[src/rtl/cache_miss_arb_if.sv]
// rtl/cache_miss_arb_if.sv - requester and miss-queue handshake bundle for cache_miss_arb
//
// Purpose: groups the requester-side and queue-side signals of the miss
// arbiter into one bundle so the arbiter and its environment share one port.
//
// Signals (names follow the arbiter's view of direction):
//   rvld_i  [NUM_REQ]            per-requester packet valid
//   rrdy_o  [NUM_REQ]            per-requester ready, one-hot or zero
//   rdat_i  [NUM_REQ*PKT_WIDTH]  packets, requester i at [i*PKT_WIDTH +: PKT_WIDTH]
//   rack_o  [NUM_REQ]            per-requester ack pulse
//   qvld_o                       queue valid
//   qrdy_i                       queue ready
//   qdat_o  [PKT_WIDTH]          queue packet
//   ack_i                        completion from the far side of the queue
//   err_o                        watchdog timeout pulse
//
// Modports:
//   slave  - the arbiter
//   master - the cache controllers / queue environment driving the arbiter
interface cache_miss_arb_if #(
  parameter int NUM_REQ   = 2,
  parameter int PKT_WIDTH = 37
);
  logic [NUM_REQ-1:0]           rvld_i;
  logic [NUM_REQ-1:0]           rrdy_o;
  logic [NUM_REQ*PKT_WIDTH-1:0] rdat_i;
  logic [NUM_REQ-1:0]           rack_o;
  logic                         qvld_o;
  logic                         qrdy_i;
  logic [PKT_WIDTH-1:0]         qdat_o;
  logic                         ack_i;
  logic                         err_o;

  modport slave (
    input  rvld_i, rdat_i, qrdy_i, ack_i,
    output rrdy_o, rack_o, qvld_o, qdat_o, err_o
  );

  modport master (
    output rvld_i, rdat_i, qrdy_i, ack_i,
    input  rrdy_o, rack_o, qvld_o, qdat_o, err_o
  );
endinterface

[src/rtl/cache_miss_arb.sv]
// rtl/cache_miss_arb.sv - round-robin arbiter sharing one miss/flush queue between cache controllers
//
// Purpose: accepts one miss packet at a time from up to NUM_REQ cache
// controller FSMs, forwards it onto the downstream async queue, holds
// ownership until the far side returns ack_i, then pulses rack_o to the
// owning requester and advances the round-robin pointer past it.
//
// Ports:
//   clk    - clock, all state updates on the rising edge
//   reset  - asynchronous, active-low reset
//   bus    - cache_miss_arb_if.slave: rvld_i/rrdy_o/rdat_i/rack_o toward the
//            requesters, qvld_o/qrdy_i/qdat_o/ack_i toward the queue, err_o
//
// Parameters:
//   NUM_REQ        - number of requesters, 2..8
//   PKT_WIDTH      - packet width (flush + way bits + address)
//   TIMEOUT_CYCLES - ack watchdog limit in WAIT cycles
//
// Optional feature: define CACHE_ARB_TIMEOUT_EN to build the ack watchdog.
// Without it err_o is tied 0 and WAIT waits for ack_i indefinitely.
module cache_miss_arb #(
  parameter int NUM_REQ        = 2,
  parameter int PKT_WIDTH      = 37,
  parameter int TIMEOUT_CYCLES = 1024
) (
  input  logic             clk,
  input  logic             reset,
  cache_miss_arb_if.slave  bus
);

  localparam int GW = (NUM_REQ > 1) ? $clog2(NUM_REQ) : 1;

  localparam logic [1:0] ST_IDLE = 2'd0;
  localparam logic [1:0] ST_SEND = 2'd1;
  localparam logic [1:0] ST_WAIT = 2'd2;

  localparam logic [GW-1:0] LAST_REQ = GW'(NUM_REQ - 1);

  if (NUM_REQ < 2 || NUM_REQ > 8 || TIMEOUT_CYCLES < 1) begin : g_param_check
    $error("cache_miss_arb: parameter out of range");
  end

  logic [1:0]           state;
  logic [GW-1:0]        ptr;
  logic [GW-1:0]        grant_r;
  logic [GW-1:0]        win;
  logic                 win_vld;
  logic [NUM_REQ-1:0]   rrdy;
  logic                 qvld_r;
  logic [PKT_WIDTH-1:0] qdat_r;
  logic [NUM_REQ-1:0]   rack_r;
  logic                 timeout_hit;
  logic                 wait_done;

  // Per-requester packet view so the winner selects a whole slot.
  logic [PKT_WIDTH-1:0] pkt [NUM_REQ];

  for (genvar i = 0; i < NUM_REQ; i++) begin : g_pkt
    assign pkt[i] = bus.rdat_i[i*PKT_WIDTH +: PKT_WIDTH];
  end

  // Round-robin search starting at ptr. Walking the offsets from the far end
  // down to zero lets the nearest asserted requester overwrite the others,
  // which gives first-match priority without a loop break.
  always_comb begin
    int          idx;
    logic [GW-1:0] idx_w;
    win     = '0;
    win_vld = 1'b0;
    idx     = 0;
    idx_w   = '0;
    for (int k = NUM_REQ - 1; k >= 0; k--) begin
      idx = int'(ptr) + k;
      if (idx >= NUM_REQ) begin
        idx = idx - NUM_REQ;
      end
      idx_w = GW'(idx);
      if (bus.rvld_i[idx_w]) begin
        win     = idx_w;
        win_vld = 1'b1;
      end
    end
  end

  // Ready is offered only in IDLE and is held low while reset is asserted,
  // since the arbitration itself is purely combinational.
  always_comb begin
    rrdy = '0;
    if (reset && (state == ST_IDLE) && win_vld) begin
      rrdy[win] = 1'b1;
    end
  end

  // WAIT finishes on a real ack, or on the watchdog's terminal cycle.
  assign wait_done = (state == ST_WAIT) && (bus.ack_i || timeout_hit);

  always_ff @(posedge clk or negedge reset) begin
    if (!reset) begin
      state   <= ST_IDLE;
      ptr     <= '0;
      grant_r <= '0;
      qvld_r  <= 1'b0;
      qdat_r  <= '0;
      rack_r  <= '0;
    end else begin
      rack_r <= '0;
      case (state)
        ST_IDLE: begin
          if (win_vld) begin
            grant_r <= win;
            qdat_r  <= pkt[win];
            qvld_r  <= 1'b1;
            state   <= ST_SEND;
          end
        end
        ST_SEND: begin
          // ack_i is deliberately not looked at here, even on the beat.
          if (bus.qrdy_i) begin
            qvld_r <= 1'b0;
            state  <= ST_WAIT;
          end
        end
        ST_WAIT: begin
          if (wait_done) begin
            rack_r <= {{(NUM_REQ-1){1'b0}}, 1'b1} << grant_r;
            ptr    <= (grant_r == LAST_REQ) ? '0 : grant_r + 1'b1;
            state  <= ST_IDLE;
          end
        end
        default: begin
          state <= ST_IDLE;
        end
      endcase
    end
  end

`ifdef CACHE_ARB_TIMEOUT_EN
  localparam int CW = $clog2(TIMEOUT_CYCLES + 1);

  logic [CW-1:0] wait_cnt;
  logic          err_r;

  // wait_cnt holds the number of ack-less WAIT cycles already seen, so the
  // TIMEOUT_CYCLES-th such cycle is the terminal one. An ack on that cycle
  // wins because timeout_hit requires ack_i low.
  assign timeout_hit = (state == ST_WAIT) && !bus.ack_i &&
                       (wait_cnt == CW'(TIMEOUT_CYCLES - 1));

  always_ff @(posedge clk or negedge reset) begin
    if (!reset) begin
      wait_cnt <= '0;
      err_r    <= 1'b0;
    end else begin
      err_r <= timeout_hit;
      if ((state == ST_SEND) && bus.qrdy_i) begin
        wait_cnt <= '0;
      end else if ((state == ST_WAIT) && !bus.ack_i && !timeout_hit) begin
        wait_cnt <= wait_cnt + 1'b1;
      end
    end
  end

  assign bus.err_o = err_r;
`else
  assign timeout_hit = 1'b0;
  assign bus.err_o   = 1'b0;
`endif

  assign bus.rrdy_o = rrdy;
  assign bus.rack_o = rack_r;
  assign bus.qvld_o = qvld_r;
  assign bus.qdat_o = qdat_r;

endmodule

[src/flat_wrapper.sv]
// flat-port wrapper written by rule: the top's interface ports become plain ports
module cache_miss_arb_flat 
#(
  parameter int NUM_REQ        = 2,
  parameter int PKT_WIDTH      = 37,
  parameter int TIMEOUT_CYCLES = 1024
)
  (clk, reset, bus_rvld_i, bus_rdat_i, bus_qrdy_i, bus_ack_i, bus_rrdy_o, bus_rack_o, bus_qvld_o, bus_qdat_o, bus_err_o);
  cache_miss_arb_if #(.NUM_REQ(NUM_REQ), .PKT_WIDTH(PKT_WIDTH)) bus_i ();
  input  logic clk;
  input  logic reset;
  input wire logic [$bits(bus_i.rvld_i)-1:0] bus_rvld_i;
  input wire logic [$bits(bus_i.rdat_i)-1:0] bus_rdat_i;
  input wire logic [$bits(bus_i.qrdy_i)-1:0] bus_qrdy_i;
  input wire logic [$bits(bus_i.ack_i)-1:0] bus_ack_i;
  output wire logic [$bits(bus_i.rrdy_o)-1:0] bus_rrdy_o;
  output wire logic [$bits(bus_i.rack_o)-1:0] bus_rack_o;
  output wire logic [$bits(bus_i.qvld_o)-1:0] bus_qvld_o;
  output wire logic [$bits(bus_i.qdat_o)-1:0] bus_qdat_o;
  output wire logic [$bits(bus_i.err_o)-1:0] bus_err_o;
  assign bus_i.rvld_i = bus_rvld_i;
  assign bus_i.rdat_i = bus_rdat_i;
  assign bus_i.qrdy_i = bus_qrdy_i;
  assign bus_i.ack_i = bus_ack_i;
  assign bus_rrdy_o = bus_i.rrdy_o;
  assign bus_rack_o = bus_i.rack_o;
  assign bus_qvld_o = bus_i.qvld_o;
  assign bus_qdat_o = bus_i.qdat_o;
  assign bus_err_o = bus_i.err_o;
  cache_miss_arb #(.NUM_REQ(NUM_REQ), .PKT_WIDTH(PKT_WIDTH), .TIMEOUT_CYCLES(TIMEOUT_CYCLES)) u_core (.clk(clk), .reset(reset), .bus(bus_i));
endmodule
[config.mk]
export PLATFORM = sky130hd
export DESIGN_NAME = cache_miss_arb_flat
export DESIGN_NICKNAME = d
export VERILOG_FILES = /design/src/rtl/cache_miss_arb_if.sv /design/src/rtl/cache_miss_arb.sv /design/src/flat_wrapper.sv
export SDC_FILE = /design/constraint.sdc
export NUM_CORES = 1
export LEC_CHECK = 0
export CORE_ASPECT_RATIO = 0.8
export CORE_MARGIN = 1.5
export CORE_UTILIZATION = 30
export CTS_CLUSTER_SIZE = 30
export DETAILED_ROUTE_END_ITERATION = 10
export PLACE_DENSITY = 0.65
export SYNTH_ARGS = -nofsm -noshare
export SYNTH_HDL_FRONTEND = slang
export SYNTH_SLANG_ARGS = --single-unit
[constraint.sdc]
create_clock -name clk -period 1.4 [get_ports clk]
set_input_delay 0.21 -clock clk [delete_from_list [all_inputs] [get_ports clk]]
set_output_delay 0.21 -clock clk [all_outputs]
set_load 0.1 [all_outputs]
==> key figures <==
Yosys
  • Avg Cell Area, Syn: 8.94 sq um
  • Warnings, synthesis: 0
  • Syn nets: 326
  • FF+latch count, synth: 44
  • Synthesized instance count: 246
  • Seq/Total Area, Yosys: 50.1%
  • Synth Cell Area: 0.00220 sq mm
  • Yosys cell types: 23

Clock network
  • TritonCTS clock tree: yes
  • Clock Path Buffers: 2
  • Clk_lat worst skew: 0.29 ns
  • CTS sink cnt: 44
  • CTS H-Tree Depth: 2
  • TritonCTS buffer count: 5
  • Root Buffer: clkbuf_8
  • Clk slew on worst S/H paths: 0.09 ns

Floorplanning
  • Die Height: 79.6 microns
  • IO Pins: 123
  • Core ar.: 0.00699 sq mm
  • Placement Rows: 27
  • Starting density of the core: 31.4%
  • Die area: 0.00785 sq mm
  • Chip width: 98.7 microns

Cells and area
  • FF/Latch Area: 0.00110 sq mm
  • Multi-input gate area: 967 sq um
  • # nets final: 443
  • Layout area overhead: 86.6%
  • Ant diodes: 0
  • Ratio of cells with drive above 1 in the final layout: 21.4%
  • Layout Cells excl Fill: 451
  • Fillers: 635

Setup path
  • Crit-path max FO: 5
  • Critical path start-end classification: register to output pin
  • CP Data Arrival Time: 1.39 ns
  • R2R cell count: 5
  • CP Capture Type: output pin
  • CP startpoint kind: register
  • WP data required: 1.19 ns

STA
  • Final WS setup: -0.202 ns
  • Max_slew headroom: 63.2%
  • RSZ-0062 raised after global routing: yes
  • Final hold violations: 0
  • Fmax: 624 MHz
  • Fin Hold WS: 0.0631 ns
  • Clock skew: 0.00771 ns
  • Final setup fails: 2
  • Max Slew Vio Count: 0
  • Worst-Margin Slew: 0.553 ns
  • Crit share post-route: 114%
  • Min Tclk post-route: 1.60 ns

Drt
  • Wire length per cell: 16.6 microns
  • Vias: 2370
  • DRC: 9
  • Drt pass-1 iters: 7
  • Drt total wl: 7470 microns
  • Detailed router's first-iteration violation count: 121
  • Post-route ant nets: 0
  • Vias per cell: 5.25

Place
  • Post-DP HPWL: 5120 microns
  • Gp weighted congestion: 0.775
  • Placed Cells: 440
  • PortBufs: 121

Min path
  • Hold crit path type: input pin to asynchronous set/reset pin

Global routing
  • First-pass GRT wire length: 11900 microns
  • Vias in the first global route: 2305
  • Pin count of the biggest net entering global routing: 44
  • Initial antenna violation count: 0
  • Grt ovf: 0
  • GR Util All Layers: 19.3%

Run status
  • Failing checks: DRC, setup timing
  • Status: finished with violations

Flow run
  • MaxCap Viol Count: 0
==> stage by stage <==
| step | setup TNS (ns) | cell area, sq um | worst slack [ns] | utilization [%] |
|---|---|---|---|---|
| finish | -0.313 | 4100 | -0.202 | 58.7 |
| global route | -0.473 | 4100 | -0.275 | 58.7 |
| CTS | -0.525 | 4040 | -0.231 | 57.8 |
| detailed placement | -9.94 | 3920 | -0.303 | 56.1 |
| global placement | -8.35 | 3920 | -0.286 | 56.1 |
| floorplan | -0.553 | 2230 | -0.452 | - |
==> Yosys cell counts <==
library cell	n	share of area [%]
and2_1	1	0.28
buf_6	5	2.6
nand3_1	37	8.4
a22o_1	1	0.40
nand2b_1	3	0.85
o21ai_0	36	8.2
nor2b_1	1	0.28
inv_2	1	0.17
nor2b_4	1	0.63
and3_1	2	0.57
clkbuf_1	11	1.9
nor2_1	4	0.68
o21ai_1	3	0.68
conb_1	1	0.17
a21oi_1	38	8.7
buf_2	10	2.3
nand3b_1	1	0.34
nor3b_1	1	0.34
or2_1	1	0.28
buf_4	3	1.0
a31oi_1	37	11
nand2_1	4	0.68
dfrtp_1	44	50
==> kinds of logic after synthesis <==
logic type             Yosys count  share of synthesized area, %
AO/OA/AOI/OAI                  115                          28.5
AND/OR/NAND/NOR                 56                          13.4
flip-flops                      44                          50.1
buffers and inverters           30                          7.91
other                            1                         0.171
==> worst paths after layout <==
path / from / to / slack (ns)
hold / removal: reset / u_core.bus.qdat_o[26] / 0.06
min in group clk: u_core.grant_r / u_core.bus.rack_o[0] / 0.46
setup reg to reg: u_core.state[1] / u_core.bus.qdat_o[5] / 0.05
setup / recovery: u_core.state[1] / bus_rrdy_o[0] / -0.20
max in group asynchronous: reset / u_core.state[1] / 0.94
hold reg to reg: u_core.grant_r / u_core.bus.rack_o[0] / 0.46
==> cells in the final DEF (no fill, tap or decap), drive strengths merged <==
cell,instances
clkdlybuf4s50,76
and3,2
or2,1
conb,1
a22o,1
and2,1
nor2b,2
dlygate4sd3,1
dfrtp,44
nand3,37
nand2,4
buf,59
nor2,4
clkinv,2
nor3b,1
nand3b,1
dlymetal6s2s,1
dlygate4sd2,1
inv,1
o21ai,39
a21oi,38
nand2b,3
clkbuf,7
a31oi,37
==> critical path, stage by stage, from the launching register on <==
cell and delay [ns]:
dfrtp_2 0.45, nor2_4 0.17, nand2_4 0.07, nor3b_4 0.21, buf_12 0.20
==> state kept, by name (all words and copies together) (netlist names) <==
name / cells
u_core.bus.qdat_o: 37
u_core.bus.qvld_o: 1
u_core.bus.rack_o: 2
u_core.grant_r: 1
u_core.ptr: 1
u_core.state: 2
==> layout make-up <==
type / instances / area share [%]
multi-input combinational: 172 / 23.6
sequential: 44 / 26.9
tap: 87 / 2.65
clock buffer: 6 / 2.01
timing repair buffer: 139 / 44.5
inverter: 1 / 0.0915
clock inverter: 2 / 0.244
==> routing by layer <==
layer	track usage (%)	up-vias	share of wire (%)
li1	-	1142	-
met1	25.5	1129	44
met2	31.3	97	46
met3	6.22	2	9.3
met4	3.86	0	0.31
met5	0	-	0
==> repair_timing <==
action | CTS | global route
pin swaps | 2 | 1
hold endpoints to repair | 1 | 0
hold buffers | 1 | 0
setup endpoints to repair | 2 | 39
buffers inserted | 1 | 0
resized for setup | 6 | 10
cloned | 0 | 1
Power is left out: the tool's default activity adds up to more than one toggle a clock period on the data nets, which glitch-free logic cannot reach.
==> edit 1: new RTL, config.mk and constraints unchanged <==
Add a define of `CACHE_ARB_TIMEOUT_EN`.
--- a/src/rtl/cache_miss_arb.sv
+++ b/src/rtl/cache_miss_arb.sv
@@ -20,2 +20,4 @@
 // Without it err_o is tied 0 and WAIT waits for ack_i indefinitely.
+`define CACHE_ARB_TIMEOUT_EN
+
 module cache_miss_arb #(
Function: no difference found for any inputs over 10 cycles, from zero or initial values and one cycle with reset low; that may be too few to reach the edited logic, so the function may still have changed.
==> edit 1 against the original RTL <==
The run ends with negative setup slack left. Sequential cell count is 12 higher. Routed wire length up 6.8%. Cell count grew 19%. Design area is 27% higher. Synthesized area increased by 23%. Via count rose by 6.2%. Hold slack gained 0.44 ns. Critical endpoint is now bus_rrdy_o[1]. Worst setup slack got worse by 0.090 ns. Synthesized cell count grew 4.5%.
==> edit 1: results (changes against the original RTL) <==
Top routing layer in use = met4
Worst hold endpoint = u_core.ptr
Detail Placement HPWL = 5600 um (+9.3%)
End of the critical path = bus_rrdy_o[1]
Metal-1 WL = 3460 um (+4.6%)
Vias in the first global route = 2448 (+6.2%)
Setup ws final = -0.291 ns (-0.0897 ns)
Failing checks = negative setup slack
TNS Setup = -4.92 ns (-4.61 ns)
Xor and xnor fraction of the mapped netlist area = 0.00325 (+0.00325)
Met1 usage = 0.211 (-0.0441)
Post-synth cell types = 39 (+70%)
Clk_skew = 0.00589 ns (-0.00182 ns)
Met2 GRT Util = 0.259 (-0.0540)
GRT Total Usage = 0.160 (-0.0325)
Synth top area cells = dfrtp_1, mux2i_1, o21ai_0
Via count = 2516 (+6.2%)
Reg2reg end = u_core.wait_cnt[6]
Synth top cells by count = dfrtp_1, nand2_1, mux2i_1, o21ai_0
Synth Net Count = 338 (+3.7%)
Post-synthesis compound-gate area fraction = 0.121 (-0.163)
Crit path max fanout = 2 (-3)
I/O Buffers = 122 (+0.83%)
Sequential area share after synthesis = 0.520 (+0.0189)
Antenna diodes = 0 (unchanged)
Reg2reg setup slack = -0.23 ns (-0.28 ns)
Setup-failing EPs final = 51 (+49)
Achievable Freq = 591 MHz (-5.3%)
Area of placed instances = 0.00472 mm^2 (+21%)
H-tree depth = 2 (unchanged)
WL met2 = 3850 um (+12%)
Top delay family on crit path = buffers and inverters
Global-route wire length before repair = 11900 um (+0.63%)
Initial drt markers = 62 (-49%)
Slew HR = 0.730 (+0.0980)
Worst reg2reg path depth = 6 (+1)
Crit-path max cell delay = 0.41 ns (-0.04 ns)
Gate power share = 0.701
Synth Area in Adders = 0.00464 (+0.00464)
Placer congestion estimate = 0.866 (+12%)
GRT met3 Usage = 0.0432 (-0.0190)
Pin count of the biggest net entering global routing = 39 (-11%)
Crit-path slowest cell = dfrtp_1
Worst hold path type = reg2reg
Initial DRT Pass Iterations = 4 (-3)
Post-synthesis mux area share = 0.148 (+0.148)
Hold Slack = 0.505 ns (+0.442 ns)
Share of layout cells above drive strength 1 = 0.306 (+0.0916)
Final nets = 505 (+14%)
Outcome = finished, violations left
Met3 wire len = 582 um (-16%)
Initial antenna violation count = 0 (unchanged)
DR WL/cell = 14.9 um (-10%)
-- edit 1: cell types whose count changed after synthesis, moves of 5 or more --
cell	before	now
inv_1	0	6
clkbuf_1	11	6
a21oi_1	38	4
dfrtp_1	44	56
mux2i_1	0	40
nand2_1	4	45
nand3_1	37	2
a31oi_1	37	0
-- edit 1: metrics by stage --
stage,cells,setup slack (ns)
6_report,537,-0.291
5_1_grt,537,-0.366
4_1_cts,527,-0.295
3_5_place_dp,509,-0.380
3_3_place_gp,509,-0.335
2_1_floorplan,257,-0.469
-- edit 1: repair_timing --
action,in CTS,in global routing
setup buffers,8,6
gates cloned,1,4
endpoints found under the setup margin,47,53
gates resized for setup,19,32
hold buffers,1,0
pin swaps,9,9
hold endpoints to repair,25,0
-- edit 1: final cells by class --
cell class / instances / area (um^2)
well taps: 112 / 140
clock buffers: 5 / 68.8
inverters: 6 / 22.5
flip-flops and latches: 56 / 1400
clock inverters: 3 / 18.8
multi-input cells: 179 / 1340
fillers: 721 / 3370
repair buffers: 176 / 2230
==> edit 2: new RTL, same flow settings <==
Without the edit above. `NUM_REQ` is set to 2 in 3 places; all go to 4. Comments in the files are not updated.
--- a/src/rtl/cache_miss_arb_if.sv
+++ b/src/rtl/cache_miss_arb_if.sv
@@ -20,3 +20,3 @@
 interface cache_miss_arb_if #(
-  parameter int NUM_REQ   = 2,
+  parameter int NUM_REQ   = 4,
   parameter int PKT_WIDTH = 37
--- a/src/rtl/cache_miss_arb.sv
+++ b/src/rtl/cache_miss_arb.sv
@@ -21,3 +21,3 @@
 module cache_miss_arb #(
-  parameter int NUM_REQ        = 2,
+  parameter int NUM_REQ        = 4,
   parameter int PKT_WIDTH      = 37,
--- a/src/flat_wrapper.sv
+++ b/src/flat_wrapper.sv
@@ -3,3 +3,3 @@
 #(
-  parameter int NUM_REQ        = 2,
+  parameter int NUM_REQ        = 4,
   parameter int PKT_WIDTH      = 37,
Interface: changed (resized bus_rack_o, bus_rdat_i, bus_rrdy_o and bus_rvld_i); port bits go from 123 to 203. The function was not compared with the original's and may differ.
==> edit 2 against the original RTL <==
The run ends with negative setup slack left. Worst setup slack worse by 0.44 ns. Synthesized area is 39% higher. Clock skew is 0.0031 ns lower. Routed wire length is 72% higher. Sequential cell count is 4 higher. Design area is 72% higher. Sequential share of layout area is 9.8 points lower. Maximum frequency is 22% lower. Largest cell class unchanged. Highest routed layer unchanged.
==> edit 2: results (changes against the original RTL) <==
Filler cell count = 697 (+9.8%)
#MultiIn Comb = 232 (+35%)
I/O Buffers = 201 (+66%)
Initial drt markers = 133 (+9.9%)
Worst reg2reg path depth = 8 (+3)
Critical Path Start = u_core.ptr[1]
GRT Total Usage = 0.232 (+0.0395)
Synth Net Count = 478 (+47%)
Reg2reg start = u_core.ptr[1]
Share of layout cells above drive strength 1 = 0.331 (+0.117)
Clock-cell share of area = 0.0252 (+0.00260)
Hold Slack = 0.0210 ns (-0.0421 ns)
Global-route wire length before repair = 19300 um (+63%)
Bufs w/o clock = 257 (+85%)
Placer congestion estimate = 0.843 (+8.7%)
Setup-failing EPs final = 43 (+41)
Clk_skew = 0.00465 ns (-0.00306 ns)
Post-CTS sizing = 49 (+43)
Synth top cells by count = dfrtp_1, nor2_1, a211oi_1, mux2i_1, and3_1
Multi-input combinational cell area = 0.00241 mm^2 (+150%)
Vias per inst = 5.18 (-1.4%)
Area of placed instances = 0.00615 mm^2 (+57%)
Reg2reg setup slack = -0.59 ns (-0.64 ns)
Post-synth cell types = 32 (+39%)
Reg2reg end = u_core.bus.qdat_o[18]
Vias in the first global route = 3747 (+63%)
WL met2 = 6480 um (+89%)
Die Footprint = 0.0108 mm^2 (+37%)
Seq/total area = 0.170 (-0.0984)
Non-Filler Instances = 686 (+52%)
GRT met3 Usage = 0.0564 (-0.00579)
Clock-pin slew on the worst setup and hold paths = 0.07 ns (-0.02 ns)
Final nets = 709 (+60%)
Synth Area in Adders = 0.0164 (+0.0164)
Placed Instances = 665 (+51%)
Post-CTS Repair Setup Buffers = 6 (+5)
Post-synthesis mux area share = 0.129 (+0.129)
Synth top area cells = dfrtp_1, mux2i_1, a2111oi_0
Post-route cell area = 0.00706 mm^2 (+72%)
Synthesized instance count = 318 (+29%)
DR WL/cell = 18.7 um (+13%)
Setup ws final = -0.643 ns (-0.441 ns)
Outcome = finished, violations left
Post-synthesis compound-gate area fraction = 0.229 (-0.0554)
Yosys reg bits = 48 (+9.1%)
Dpl ws = -0.865 ns (-0.562 ns)
Failing checks = negative setup slack
edit 2: cell types whose count changed after synthesis, moves of 5 or more:
cell	change
nand3_1	-36
and3_1	+35
clkbuf_1	+6
a21oi_1	-35
mux2i_1	+38
a211oi_1	+38
inv_1	+5
a31oi_1	-37
nor2_1	+39
o21ai_0	-31
a2111oi_0	+36
edit 2: report_power, final:
part | internal (mW) | switching (mW) | leakage [nW]
Combinational | 5.25 | 7.69 | 2.16
Clock | 0.896 | 0.547 | 0.0871
Sequential | 2.05 | 0.735 | 0.546
Total | 8.20 | 8.97 | 2.79
edit 2: through the flow:
step | power [mW] | TNS, ns
2_1_floorplan | 9.52 | -10.89
3_3_place_gp | 14.0 | -30.77
3_5_place_dp | 14.2 | -32.63
4_1_cts | 16.5 | -23.68
5_1_grt | 17.9 | -26.76
6_report | 17.2 | -23.15
